## config.mk

```make
export PLATFORM = sky130hd
export DESIGN_NAME = wb_master_bridge
export DESIGN_NICKNAME = d
export VERILOG_FILES = /design/src/rtl/wb_pkg.sv /design/src/rtl/wb_timeout_ctr.sv /design/src/rtl/wb_master_bridge.sv
export SDC_FILE = /design/constraint.sdc
export NUM_CORES = 1
export LEC_CHECK = 0
export BUFFER_PORTS_ARGS = -buffer_cell sky130_fd_sc_hd__buf_2
export CAP_MARGIN = 15
export CORE_AREA = 2 2 100 102
export CTS_CLUSTER_SIZE = 12
export DETAILED_ROUTE_END_ITERATION = 10
export DIE_AREA = 0 0 102 104
export PLACE_DENSITY = 0.74
export RECOVER_POWER = 25
export SLEW_MARGIN = 20
export SYNTH_ARGS = -nofsm -noshare
export SYNTH_HDL_FRONTEND = slang
export SYNTH_SLANG_ARGS = --single-unit
```

## constraint.sdc

```tcl
create_clock -name clk_i -period 4.6 [get_ports clk_i]
set_input_delay 0.92 -clock clk_i [delete_from_list [all_inputs] [get_ports clk_i]]
set_output_delay 0.92 -clock clk_i [all_outputs]
set_load 0.005 [all_outputs]
```

## src/rtl/wb_pkg.sv

```systemverilog
// Shared Wishbone master definitions: bus widths, FSM state type and the
// registered request bundle presented on the wbm_* outputs.
package wb_pkg;

   localparam int WB_ADR_W = 31;
   localparam int WB_DAT_W = 32;
   localparam int WB_SEL_W = 2;

   typedef enum logic [1:0] {
      IDLE = 2'd0,
      BUS  = 2'd1,
      DONE = 2'd2
   } wb_state_e;

   typedef struct packed {
      logic [WB_ADR_W-1:0] adr;
      logic [WB_DAT_W-1:0] dat;
      logic [WB_SEL_W-1:0] sel;
      logic                we;
   } wb_req_t;

endpackage

```

## src/rtl/wb_timeout_ctr.sv

```systemverilog
// Saturating stall counter: expired rises once TIMEOUT-1 enabled cycles have
// been counted since the last clear, and the count never wraps.
module wb_timeout_ctr #(
   parameter int unsigned TIMEOUT = 255
) (
   input  logic clk_i,
   input  logic rst_i,
   input  logic clear,
   input  logic enable,
   output logic expired
);

   localparam int CW = $clog2(TIMEOUT + 1);
   localparam logic [CW-1:0] LIMIT = CW'(TIMEOUT - 1);

   logic [CW-1:0] cnt;

   assign expired = (cnt == LIMIT);

   always_ff @(posedge clk_i or posedge rst_i) begin
      if (rst_i)
         cnt <= '0;
      else if (clear)
         cnt <= '0;
      else if (enable && !expired)
         cnt <= cnt + CW'(1);
   end

endmodule

```

## src/rtl/wb_master_bridge.sv

```systemverilog
// Single-outstanding core-to-Wishbone bridge: latches a core request, runs one
// classic Wishbone cycle with timeout, and returns data with a ready pulse.
module wb_master_bridge
   import wb_pkg::*;
#(
   parameter int unsigned TIMEOUT = 255
) (
   input  logic                clk_i,
   input  logic                rst_i,
   input  logic                req_i,
   input  logic                we_i,
   input  logic [31:1]         adr_i,
   input  logic [1:0]          sel_i,
   input  logic [31:0]         dat_i,
   output logic [31:0]         dat_o,
   output logic                ready_o,
   output logic                err_o,
   output logic                busy_o,
   output logic [31:1]         wbm_adr_o,
   output logic [31:0]         wbm_dat_o,
   output logic [1:0]          wbm_sel_o,
   output logic                wbm_we_o,
   output logic                wbm_cyc_o,
   output logic                wbm_stb_o,
   input  logic [31:0]         wbm_dat_i,
   input  logic                wbm_ack_i
);

   wb_state_e state_q, state_d;
   wb_req_t   req_q, req_d;
   logic      cyc_q, cyc_d;
   logic [WB_DAT_W-1:0] rdat_q, rdat_d;
   logic      ready_q, ready_d;
   logic      err_q, err_d;
   logic      busy_q, busy_d;
   logic      ctr_clr, ctr_en, ctr_expired;

   wb_timeout_ctr #(.TIMEOUT(TIMEOUT)) u_timeout (
      .clk_i   (clk_i),
      .rst_i   (rst_i),
      .clear   (ctr_clr),
      .enable  (ctr_en),
      .expired (ctr_expired)
   );

   // Ack is only consulted in BUS, so a stray ack with stb low has no effect.
   always_comb begin
      state_d = state_q;
      req_d   = req_q;
      cyc_d   = 1'b0;
      rdat_d  = rdat_q;
      ready_d = 1'b0;
      err_d   = 1'b0;
      ctr_clr = 1'b0;
      ctr_en  = 1'b0;
      case (state_q)
         IDLE: begin
            if (req_i) begin
               req_d   = '{adr: adr_i, dat: dat_i, sel: sel_i, we: we_i};
               cyc_d   = 1'b1;
               ctr_clr = 1'b1;
               state_d = BUS;
            end
         end
         BUS: begin
            cyc_d = 1'b1;
            if (wbm_ack_i) begin
               if (!req_q.we)
                  rdat_d = wbm_dat_i;
               ready_d = 1'b1;
               cyc_d   = 1'b0;
               state_d = DONE;
            end else if (ctr_expired) begin
               ready_d = 1'b1;
               err_d   = 1'b1;
               cyc_d   = 1'b0;
               state_d = DONE;
            end else begin
               ctr_en = 1'b1;
            end
         end
         DONE: state_d = IDLE;
         default: state_d = IDLE;
      endcase
      busy_d = (state_d != IDLE);
   end

   always_ff @(posedge clk_i or posedge rst_i) begin
      if (rst_i) begin
         state_q <= IDLE;
         req_q   <= '0;
         cyc_q   <= 1'b0;
         rdat_q  <= '0;
         ready_q <= 1'b0;
         err_q   <= 1'b0;
         busy_q  <= 1'b0;
      end else begin
         state_q <= state_d;
         req_q   <= req_d;
         cyc_q   <= cyc_d;
         rdat_q  <= rdat_d;
         ready_q <= ready_d;
         err_q   <= err_d;
         busy_q  <= busy_d;
      end
   end

   assign wbm_adr_o = req_q.adr;
   assign wbm_dat_o = req_q.dat;
   assign wbm_sel_o = req_q.sel;
   assign wbm_we_o  = req_q.we;
   assign wbm_cyc_o = cyc_q;
   assign wbm_stb_o = cyc_q;
   assign dat_o     = rdat_q;
   assign ready_o   = ready_q;
   assign err_o     = err_q;
   assign busy_o    = busy_q;

endmodule

```

======== Word level (Yosys, flattened, before mapping) ========
Index checks and enable logic that the tools add are counted.
W data, S select, Z words.
storage, ports and cells
  bits in registers ....................... 112
  bits of input ports ..................... 102
  output and inout port bits .............. 103
  logic and storage cells ................. 39
operators by class
  add/subtract/negate cells ............... 1
  equal/unequal tests ..................... 2
  muxes and demuxes ....................... 17
  bitwise operators ....................... 1
  reduce and logical (&&, ||, !) cells .... 7
operators with widths
  kind                   count
  $mux W8                2
  $mux W1                10
  $add A8 B1 Y8 const B  1
  $eq A8 B8 Y1 const B   1
  $mux W2                3
  $pmux W2 S2            1
  $reduce_bool A2 Y1     2
  $reduce_and A3 Y1      1
  $eq A2 B1 Y1 const B   1
  $logic_not A2 Y1       1
  $pmux W1 S2            1
  $reduce_and A2 Y1      1
  $logic_and A1 B1 Y1    1
  $logic_not A1 Y1       1
  $not A1 Y1             1

======== Logic depth before layout (Yosys ltp) ========
Gate-level depths: netlist (run 1).
  depth after elaboration ................. 7
  depth in mapped cells ................... 7
  gate-level depth less buffers ........... 6

======== By module ========
From an unflattened synthesis (run 1), not the netlist that was laid out.
second synthesis, totals
  cell total of the unflattened synthesis .. 281
  area, all modules ....................... 4528.1 sq um
modules (own cells, without submodules)
  module            instances  cells an instance  area each (sq um)  seq. area each (sq um)
  wb_master_bridge  1          229                4038.9             2602.5
  wb_timeout_ctr    1          52                 489.2              200.2

======== Worst setup path before layout (run 1) ========
Ideal clock, no wire load.
  path kind ............................... input to register
  start point ............................. input wbm_ack_i
  end point ............................... register u_timeout.cnt[4]
  library setup time ...................... 0.078 ns
  data arrival time ....................... 1.954 ns
  required time ........................... 4.522 ns
  setup slack ............................. 2.568 ns
  cell stages on the path ................. 4
  path buffers ............................ 0
  cells stage by stage .................... or3b_4 > o21bai_1 > or3_1 > a21oi_1
between the ends
  word-level cells in the longest chain between the ends .. 4
RTL lines
  what                                 RTL line                source
  start, declared                      wb_master_bridge.sv:26  input logic wbm_ack_i
  $mux W1                              wb_master_bridge.sv:67  if (wbm_ack_i) begin
  $mux W1                              wb_master_bridge.sv:56  case (state_q)
  $logic_and A1 B1 Y1                  wb_timeout_ctr.sv:25    else if (enable && !expired)
  $reduce_bool A2 Y1 (no source line)  -
  end signal, assigned                 wb_timeout_ctr.sv:26    cnt <= cnt + CW'(1);
  end, declared                        wb_timeout_ctr.sv:16    logic [CW-1:0] cnt;
No other way between the ends.
A chain may end at the register's enable or synchronous reset.

======== Final worst setup path (run 1) ========
Ends and elaborated chain as after synthesis.

==> results of run 1 <==
per-stage QoR:
stage          instance area, µm²  hold WS [ns]  power (mW)
2_1_floorplan                4310         0.470        2.11
3_3_place_gp                 5450         0.453        2.63
3_5_place_dp                 5450         0.458        2.68
4_1_cts                      5630         0.482        3.23
5_1_grt                      5630         0.507        3.44
6_report                     5630         0.476        3.18
power breakdown:
| part | internal (mW) | leakage [nW] | switching [mW] | total [mW] |
|---|---|---|---|---|
| clock network | 0.204 | 0.0895 | 0.335 | 0.539 |
| registers | 1.38 | 1.38 | 0.210 | 1.59 |
| logic | 0.533 | 1.64 | 0.515 | 1.05 |
| total | 2.12 | 3.11 | 1.06 | 3.18 |
registers in the layout, summed over array words and instances (netlist names), 2 cells and up:
signal and count:
wbm_adr_o 31, wbm_dat_o 32, wbm_sel_o 2, dat_o 32
u_timeout.cnt 8, state_q 2
layout by cell type, fill, tap and decap left out, drive strengths merged, types with 3 or more instances in the layout:
cell,synthesis,final
o41ai,3,3
nor2,7,7
buf,7,205
dfrtp,112,112
nand3,6,6
o21ai,3,3
nand2,203,203
clkbuf,14,11
inv,4,7
mux2,32,32
critical path, stage by stage:
cell and delay [ns]:
buf_2 0.13, or3b_4 0.42, o21bai_1 0.34, or3_1 0.43, a21oi_1 0.15
routing by layer:
layer	up-vias	global-route usage
met5	-	0
met4	0	0.0514
met3	8	0.0437
met2	140	0.334
met1	1652	0.224
li1	1708	-
worst min path at each step:
stage / startpoint / to / depth (start not counted)
after detailed placement: wbm_dat_o[12] / wbm_dat_o[12] / 2
after global routing: wbm_dat_o[30] / wbm_dat_o[30] / 2
final: wbm_dat_o[12] / wbm_dat_o[12] / 2
after floorplan: wbm_adr_o[10] / wbm_adr_o[10] / 2
after CTS: wbm_dat_o[12] / wbm_dat_o[12] / 2
after global placement: wbm_dat_o[6] / wbm_dat_o[6] / 2
cell type report:
type                    count  area, µm²  share of cell area
inverters                   4       20.0             0.00356
repair buffers            207       1040               0.185
clock inverters             6       52.6             0.00934
clock buffers               9        124              0.0220
well taps                 133        166              0.0296
flip-flops and latches    112       2800               0.498
multi-input cells         278       1420               0.253
cells by family (layout without fill, tap and decap cells):
family	Yosys count	count (layout)	share of synthesized area
AND/OR/NAND/NOR	230	230	0.213
flip-flops	112	112	0.651
multiplexers	32	32	0.0836
buffers and inverters	25	226	0.0241
AO/OA/AOI/OAI	14	14	0.0227
adder cells (fa/ha/maj)	2	2	0.00581
==> key figures, run 1 <==
Place
  – DP HPWL: 6970 µm
  – Placed insts: 734
  – PortBufs: 204
  – Global placer's final weighted congestion: 0.776
  – Place WS: 2.11 ns

Clock tree
  – Total CTS buffers: 9
  – CTS H-tree lvls: 3
  – Root Driver: clkbuf_8
  – Clock latency on the worst-skew pair: 0.36 ns
  – Post-CTS Resized: 0
  – Clock slew at reported path FFs: 0.11 ns
  – Setup Buffers After CTS: 0
  – Sink Count: 112
  – # hold bufs at CTS: 0
  – CTS tree: yes
  – Clk buf depth: 2

Final layout
  – P&R area growth vs syn: 30.6%
  – Fillers: 840
  – Fin cells: 749
  – Layout cells sized above 1: 0.416
  – # diodes: 0
  – Nets: 716
  – Post-Route Utilization: 0.589

Flow run
  – Max_cap viols: 0

Critical path
  – Critical path origin: wbm_ack_i
  – End point of the critical path: u_timeout.cnt[4]
  – Arr. time, crit path: 2.39 ns
  – CP Max Fanout: 12
  – Endpoint class of the critical path: flip-flop
  – CP required: 4.88 ns
  – Reg2reg end: u_timeout.cnt[2]
  – Reg2reg path depth: 5
  – Startpoint types: primary input
  – R2r setup slk: 2.60 ns
  – Critical path type: primary input to flip-flop
  – FF-to-FF Start: state_q[1]

Floorplanning
  – DIE AREA: 10600 µm²
  – Die width: 102 µm
  – Ports: 205
  – Core area: 9550 µm²
  – Initial Utilization: 0.451
  – FP Rows: 36
  – Die height: 104 µm

Synth
  – Syn_nets: 519
  – Post-synthesis sequential area ratio: 0.651
  – Most frequent cell after synthesis: nand2_1
  – Netlist area before placement: 4310 µm²
  – Synth area leaders: dfrtp_1 (65%), nand2_1 (18%), mux2_2 (7.8%), clkbuf_1 (1.2%), nand3_1 (0.70%)
  – Post-synth top area cell: dfrtp_1
  – Post-Syn Instances: 415
  – Synthesized area per cell: 10.4 µm²
  – Yosys Warn Count: 0
  – Post-synth EDFFs: 0
  – Prevailing post-synth register cell: dfrtp_1
  – Ys async rst share: 1.00
  – Post-synth top area share: 0.651
  – #FFs+latches synth: 112
  – Distinct cells, synth: 31
  – Most instantiated cells after synthesis: nand2_1 (203), dfrtp_1 (112), mux2_2 (30)

Drt
  – DR WL/cell: 12.9 µm
  – Drt initial violations: 115
  – Top Layer Used: met4
  – WL final: 9700 µm
  – Vias per cell: 4.68
  – Met3 wire length: 722 µm
  – Total iterations of the first detailed-routing run: 4
  – Antenna-violating nets left: 0
  – Routed vias: 3508
  – M1 wire length: 3990 µm
  – DR WL met2: 4890 µm
  – Drt drc: 0

Timing
  – Least-Margin Pin Slew: 0.723 ns
  – Fin crit share: 0.458
  – Final hold vios: 0
  – Skew final: 0.00937 ns
  – Count of final setup violators: 0
  – Slew Viols, Final: 0
  – Final worst slack: 2.49 ns
  – Max Clk Rate: 475 MHz
  – RSZ-0062 raised after global routing: no
  – Setup tns final: 0 ns
  – Final min period: 2.11 ns
  – Max transition margin: 0.517

Worst hold path
  – Worst Hold Class: flip-flop to flip-flop

Power
  – VDD IR-drop max: 217 µV
  – Power Density: 565 nW/µm²
  – LEAKAGE: 3.11 nW

Global routing
  – Vias in the first global route: 3567
  – Largest net degree at the start of global routing: 82
  – Initial antenna violation count: 0
  – Total track usage: 0.187
  – First-pass GRT wire length: 15900 µm
  – Remaining Overflow, GRT: 0

Outcome
  – Run status: completed
No activity file was read; power rests on OpenSTA's default activity.
==> inputs of run 2 (changes only) <==
--- a/config.mk
+++ b/config.mk
@@ -7,11 +7,11 @@
 export LEC_CHECK = 0
 export BUFFER_PORTS_ARGS = -buffer_cell sky130_fd_sc_hd__buf_2
 export CAP_MARGIN = 15
-export CORE_AREA = 2 2 100 102
+export CORE_AREA = 2 2 105 107
 export CTS_CLUSTER_SIZE = 12
 export DETAILED_ROUTE_END_ITERATION = 10
-export DIE_AREA = 0 0 102 104
-export PLACE_DENSITY = 0.74
+export DIE_AREA = 0 0 107 109
+export PLACE_DENSITY = 0.71
 export RECOVER_POWER = 25
 export SLEW_MARGIN = 20
 export SYNTH_ARGS = -nofsm -noshare
==> constraint.sdc (replaced) <==
create_clock -name clk_i -period 1.9 [get_ports clk_i]
set_input_delay 0.38 -clock clk_i [delete_from_list [all_inputs] [get_ports clk_i]]
set_output_delay 0.38 -clock clk_i [all_outputs]
set_load 0.005 [all_outputs]
==> run 2 against run 1 <==
Compared with the run above: total power up 150%; critical endpoint is now u_timeout.cnt[3]; register-to-register slack worse by 2.4 ns; non-clock buffer count up 5; highest routed layer unchanged.
==> key figures, run 2 (synthesis gave the netlist of run 1 again) <==
Outcome
  – Run status: completed

Floorplanning
  – Ports: 205
  – Die height: 109 µm
  – DIE AREA: 11700 µm²
  – Die width: 107 µm
  – FP Rows: 38
  – Core area: 10600 µm²
  – Initial Utilization: 0.406

Timing
  – RSZ-0062 raised after global routing: no
  – Final worst slack: 0.179 ns
  – Max Clk Rate: 581 MHz
  – Final min period: 1.72 ns
  – Setup tns final: 0 ns
  – Skew final: 0.00889 ns
  – Slew Viols, Final: 0
  – Count of final setup violators: 0
  – Final hold vios: 0
  – Max transition margin: 0.623
  – Least-Margin Pin Slew: 0.565 ns
  – Fin crit share: 0.906

Critical path
  – CP required: 2.14 ns
  – CP Cell Sequence: or3b_1 -> o21bai_1 -> buf_4 -> o211ai_1 -> o31ai_1
  – Critical Path Slowest Stage Cell: dfrtp_1
  – CP Max Fanout: 11
  – Endpoint class of the critical path: flip-flop
  – Startpoint types: flip-flop
  – Arr. time, crit path: 1.96 ns
  – Critical Path Max Stage Delay: 0.48 ns
  – Critical path type: flip-flop to flip-flop
  – Reg2reg path depth: 5

Drt
  – Drt initial violations: 165
  – DR WL/cell: 12.7 µm
  – Vias per cell: 4.61
  – WL final: 9660 µm
  – Antenna-violating nets left: 0
  – Drt drc: 0
  – Routed vias: 3512
  – Total iterations of the first detailed-routing run: 4

Worst hold path
  – Worst Hold Class: primary input to flip-flop
  – Hold path cells: 3

Global routing
  – Total track usage: 0.166
  – Vias in the first global route: 3507
  – First-pass GRT wire length: 15400 µm
  – Remaining Overflow, GRT: 0
  – Largest net degree at the start of global routing: 108
  – Initial antenna violation count: 1

Clock tree
  – Clock latency on the worst-skew pair: 0.36 ns
  – CTS tree: yes
  – CTS H-tree lvls: 3
  – Root Driver: clkbuf_8
  – Clk buf depth: 2
  – Total CTS buffers: 9
  – Sink Count: 112
  – Clock slew at reported path FFs: 0.10 ns

Place
  – PortBufs: 204
  – Place WS: 0.193 ns
  – Global placer's final weighted congestion: 0.797
  – DP HPWL: 6940 µm

Power
  – LEAKAGE: 3.04 nW
  – VDD IR-drop max: 620 µV
  – Power Density: 1380 nW/µm²

Final layout
  – Commonest non-fill, non-tap cell in the layout: nand2_1
  – Layout cells sized above 1: 0.362
  – Most frequent cells in the layout: nand2_1 (202), buf_2 (170), dfrtp_1 (112), clkbuf_1 (35), mux2_2 (30)
  – Nets: 721
  – P&R area growth vs syn: 31.9%

Flow run
  – Max_cap viols: 0
-- run 2: final timing paths --
check	slack, ns	to	start
worst max-delay path	0.18	u_timeout.cnt[3]	state_q[1]
worst min-delay path	0.20	wbm_dat_o[28]	dat_i[28]
worst max register to register	0.18	u_timeout.cnt[3]	state_q[1]
worst min register to register	0.48	wbm_dat_o[6]	wbm_dat_o[6]
max in group asynchronous	0.56	wbm_sel_o[1]	rst_i
min in group asynchronous	0.51	wbm_dat_o[17]	rst_i
-- run 2: what timing repair did --
item | 4_1_cts | 5_1_grt
hold buffers | 1 | 0
resized for setup | 0 | 0
buffers inserted | 0 | 0
hold endpoints to repair | 5 | 0
-- run 2: power by group --
group / internal [mW] / total, mW / switching (mW)
Sequential: 3.35 / 3.87 / 0.520
Clock: 0.733 / 1.47 / 0.734
Combinational: 1.24 / 2.48 / 1.23
Total: 5.33 / 7.81 / 2.49
-- run 2: worst max-delay path, delay by kind of cell, from the launching register on --
family                 cells  cell delay (ns)
AOI/OAI and AO/OA          3             0.50
DFF                        1             0.48
and+or+nand+nor            1             0.46
buffers and inverters      1             0.18
-- run 2: area by class of cell --
type	instances	area (µm²)
Inverter	4	16.3
Timing Repair Buffer	212	1070
Clock inverter	4	70.1
Sequential cell	112	2800
Tap cell	140	175
Multi-Input combinational cell	278	1420
Fill cell	962	4920
Clock buffer	11	131
Antenna cell	1	2.50
-- run 2: layer usage --
layer / global-route usage / routed length, µm / share of wire / vias up
li1: - / - / - / 1713
met1: 0.195 / 4000 / 0.41 / 1639
met2: 0.282 / 4720 / 0.49 / 145
met3: 0.0442 / 722 / 0.075 / 15
met4: 0.0798 / 218 / 0.023 / 0
met5: 0 / 0 / 0 / -
-- run 2: through the flow --
stage | total power [mW] | hold slack (ns) | util | instances | cell area, µm²
after floorplan | 5.12 | 0.470 | - | 415 | 4310
after global placement | 6.40 | 0.294 | 0.520 | 745 | 5520
after detailed placement | 6.52 | 0.296 | 0.520 | 745 | 5520
after CTS | 8.01 | 0.179 | 0.540 | 761 | 5730
after global routing | 8.42 | 0.195 | 0.536 | 762 | 5680
final | 7.81 | 0.199 | 0.536 | 762 | 5680
==> inputs of run 3 (changes only) <==
--- a/config.mk
+++ b/config.mk
@@ -7,11 +7,11 @@
 export LEC_CHECK = 0
 export BUFFER_PORTS_ARGS = -buffer_cell sky130_fd_sc_hd__buf_2
 export CAP_MARGIN = 15
-export CORE_AREA = 2 2 105 107
+export CORE_AREA = 2 2 96 98
 export CTS_CLUSTER_SIZE = 12
 export DETAILED_ROUTE_END_ITERATION = 10
-export DIE_AREA = 0 0 107 109
-export PLACE_DENSITY = 0.71
+export DIE_AREA = 0 0 98 100
+export PLACE_DENSITY = 0.8
 export RECOVER_POWER = 25
 export SLEW_MARGIN = 20
 export SYNTH_ARGS = -nofsm -noshare
==> constraint.sdc (replaced) <==
create_clock -name clk_i -period 2.1 [get_ports clk_i]
set_input_delay 0.42 -clock clk_i [delete_from_list [all_inputs] [get_ports clk_i]]
set_output_delay 0.42 -clock clk_i [all_outputs]
set_load 0.005 [all_outputs]
==> run 3 against run 2 <==
Compared with the run above: the run now ends with capacitance limit left; core utilization is 11 points higher; register-to-register slack better by 0.22 ns; count of clock-buffer cells in the layout is 2 lower; critical path depth stayed put; cell count is 3.8% lower; die area is 16% lower; non-clock buffer count stayed put.
==> key figures, run 3 (synthesis gave the netlist of run 1 again) <==
Power
  – Sw frac: 0.316
  – VDD IR-drop max: 570 µV
  – LEAKAGE: 3.16 nW
  – Psw: 2.32 mW
  – Pint: 5.02 mW
  – Logic pwr share: 0.315
  – Sequential power share: 0.475
  – Clock power share: 0.210
  – Power Density: 1290 nW/µm²

Flow run
  – Max_cap viols: 1

Drt
  – DR WL/cell: 13.3 µm
  – WL final: 9790 µm
  – Drt drc: 0
  – Vias per cell: 4.80
  – Total iterations of the first detailed-routing run: 4
  – Routed vias: 3517
  – Antenna-violating nets left: 0
  – Drt initial violations: 117

Clock tree
  – Clock latency on the worst-skew pair: 0.36 ns
  – Root Driver: clkbuf_8
  – Setup Buffers After CTS: 0
  – Total CTS buffers: 9
  – Clock slew at reported path FFs: 0.11 ns
  – # hold bufs at CTS: 0
  – Clk buf depth: 2
  – Sink Count: 112
  – CTS H-tree lvls: 3
  – CTS tree: yes
  – Post-CTS Resized: 0

Timing
  – Max transition margin: 0.00701
  – Max Clk Rate: 587 MHz
  – Worst hold margin: 0.238 ns
  – Fin crit share: 0.811
  – Count of final setup violators: 0
  – Skew final: 0.0125 ns
  – Slew Viols, Final: 0
  – RSZ-0062 raised after global routing: no
  – Least-Margin Pin Slew: 1.49 ns
  – Final min period: 1.70 ns
  – Final hold vios: 0
  – Final worst slack: 0.398 ns
  – Setup tns final: 0 ns

Final layout
  – Area of the multi-input gates: 1420 µm²
  – # diodes: 0
  – Most frequent cells in the layout: buf_2 (204), nand2_1 (202), dfrtp_1 (112), mux2_2 (30), clkbuf_8 (9)
  – Commonest non-fill, non-tap cell in the layout: buf_2
  – Register area: 2800 µm²
  – Fin cells: 733
  – P&R area growth vs syn: 32.4%
  – Layout cells sized above 1: 0.424
  – Nets: 721
  – Fillers: 734

Critical path
  – CP required: 2.36 ns
  – R2r setup slk: 0.40 ns
  – CP Cell Sequence: nor2_1 -> nand2_2 -> buf_4 -> nand2_1 -> nand2_1
  – Reg2reg end: wbm_dat_o[23]
  – CP Max Fanout: 31
  – Most used cell, CP: nand2_1
  – Startpoint types: flip-flop
  – Critical Path Slowest Stage Cell: dfrtp_1
  – Critical Path Max Stage Delay: 0.48 ns
  – Critical path type: flip-flop to flip-flop
  – Arr. time, crit path: 1.96 ns
  – FF-to-FF Start: state_q[1]
  – Reg2reg path depth: 5
  – Endpoint class of the critical path: flip-flop

Global routing
  – Remaining Overflow, GRT: 0
  – Vias in the first global route: 3482
  – Total track usage: 0.200
  – Initial antenna violation count: 0
  – First-pass GRT wire length: 16000 µm
  – Largest net degree at the start of global routing: 63

Worst hold path
  – Hold path cells: 3
  – Hold path start: adr_i[9]
  – Worst Hold Path EP: wbm_adr_o[9]
  – Worst Hold Class: primary input to flip-flop

Floorplanning
  – DIE AREA: 9800 µm²
  – Die height: 100 µm
  – Ports: 205
  – FP Rows: 35
  – Die width: 98 µm
  – Initial Utilization: 0.485
  – Core area: 8890 µm²

Place
  – Placed insts: 717
  – PortBufs: 204
  – DP HPWL: 7100 µm
  – Global placer's final weighted congestion: 0.835
  – Place WS: 0.361 ns

Outcome
  – Failing checks: capacitance limit
  – Run status: complete, but fails checks
run 3: cell count changes in the layout (fill, tap and decap cells not counted), sizes merged:
cell	change
buf	+32
diode	-1
clkbuf	-33
clkinv	-1
bufinv	+1
dlygate4sd3	-1
inv	+2
clkinvlp	+1
run 3: worst max-delay path by stage:
stage / from / to / depth (start not counted)
finish: state_q[1] / wbm_dat_o[23] / 5
global route: state_q[1] / wbm_dat_o[23] / 5
CTS: state_q[1] / wbm_dat_o[23] / 5
detailed placement: wbm_ack_i / u_timeout.cnt[3] / 6
global placement: wbm_ack_i / u_timeout.cnt[4] / 5
floorplan: rst_i / busy_o / 1
run 3: critical path, delay by kind of cell, from the launching register on:
kind	cells	cell delay (ns)
buffers and inverters	1	0.37
AND/OR/NAND/NOR	4	0.74
flip-flops	1	0.48
run 3: power groups by stage:
stage               clock network, mW  logic (mW)  registers [mW]
global placement                    0        2.27            3.49
detailed placement                  0        2.37            3.53
finish                           1.54        2.31            3.49
floorplan                           0        1.03            3.60
CTS                              1.60        2.36            3.50
global route                     1.68        2.60            3.60
run 3: stage by stage:
stage	util	power (mW)	instance area, µm²
3_5_place_dp	0.616	5.89	5470
5_1_grt	0.642	7.88	5700
6_report	0.642	7.34	5700
2_1_floorplan	-	4.63	4310
4_1_cts	0.644	7.46	5720
3_3_place_gp	0.616	5.76	5470
run 3: metal layers:
layer	track usage	vias up	wire (µm)
met1	0.252	1648	4110
li1	-	1721	-
met2	0.341	135	4790
met5	0	-	0
met4	0.0716	0	144
met3	0.0494	13	741
run 3: final cells by class:
| cell class | count | area share |
|---|---|---|
| timing repair buffer | 212 | 0.189 |
| tap | 111 | 0.0243 |
| sequential | 112 | 0.491 |
| clock inverter | 7 | 0.0222 |
| inverter | 4 | 0.00285 |
| multi-input combinational | 278 | 0.249 |
| clock buffer | 9 | 0.0217 |
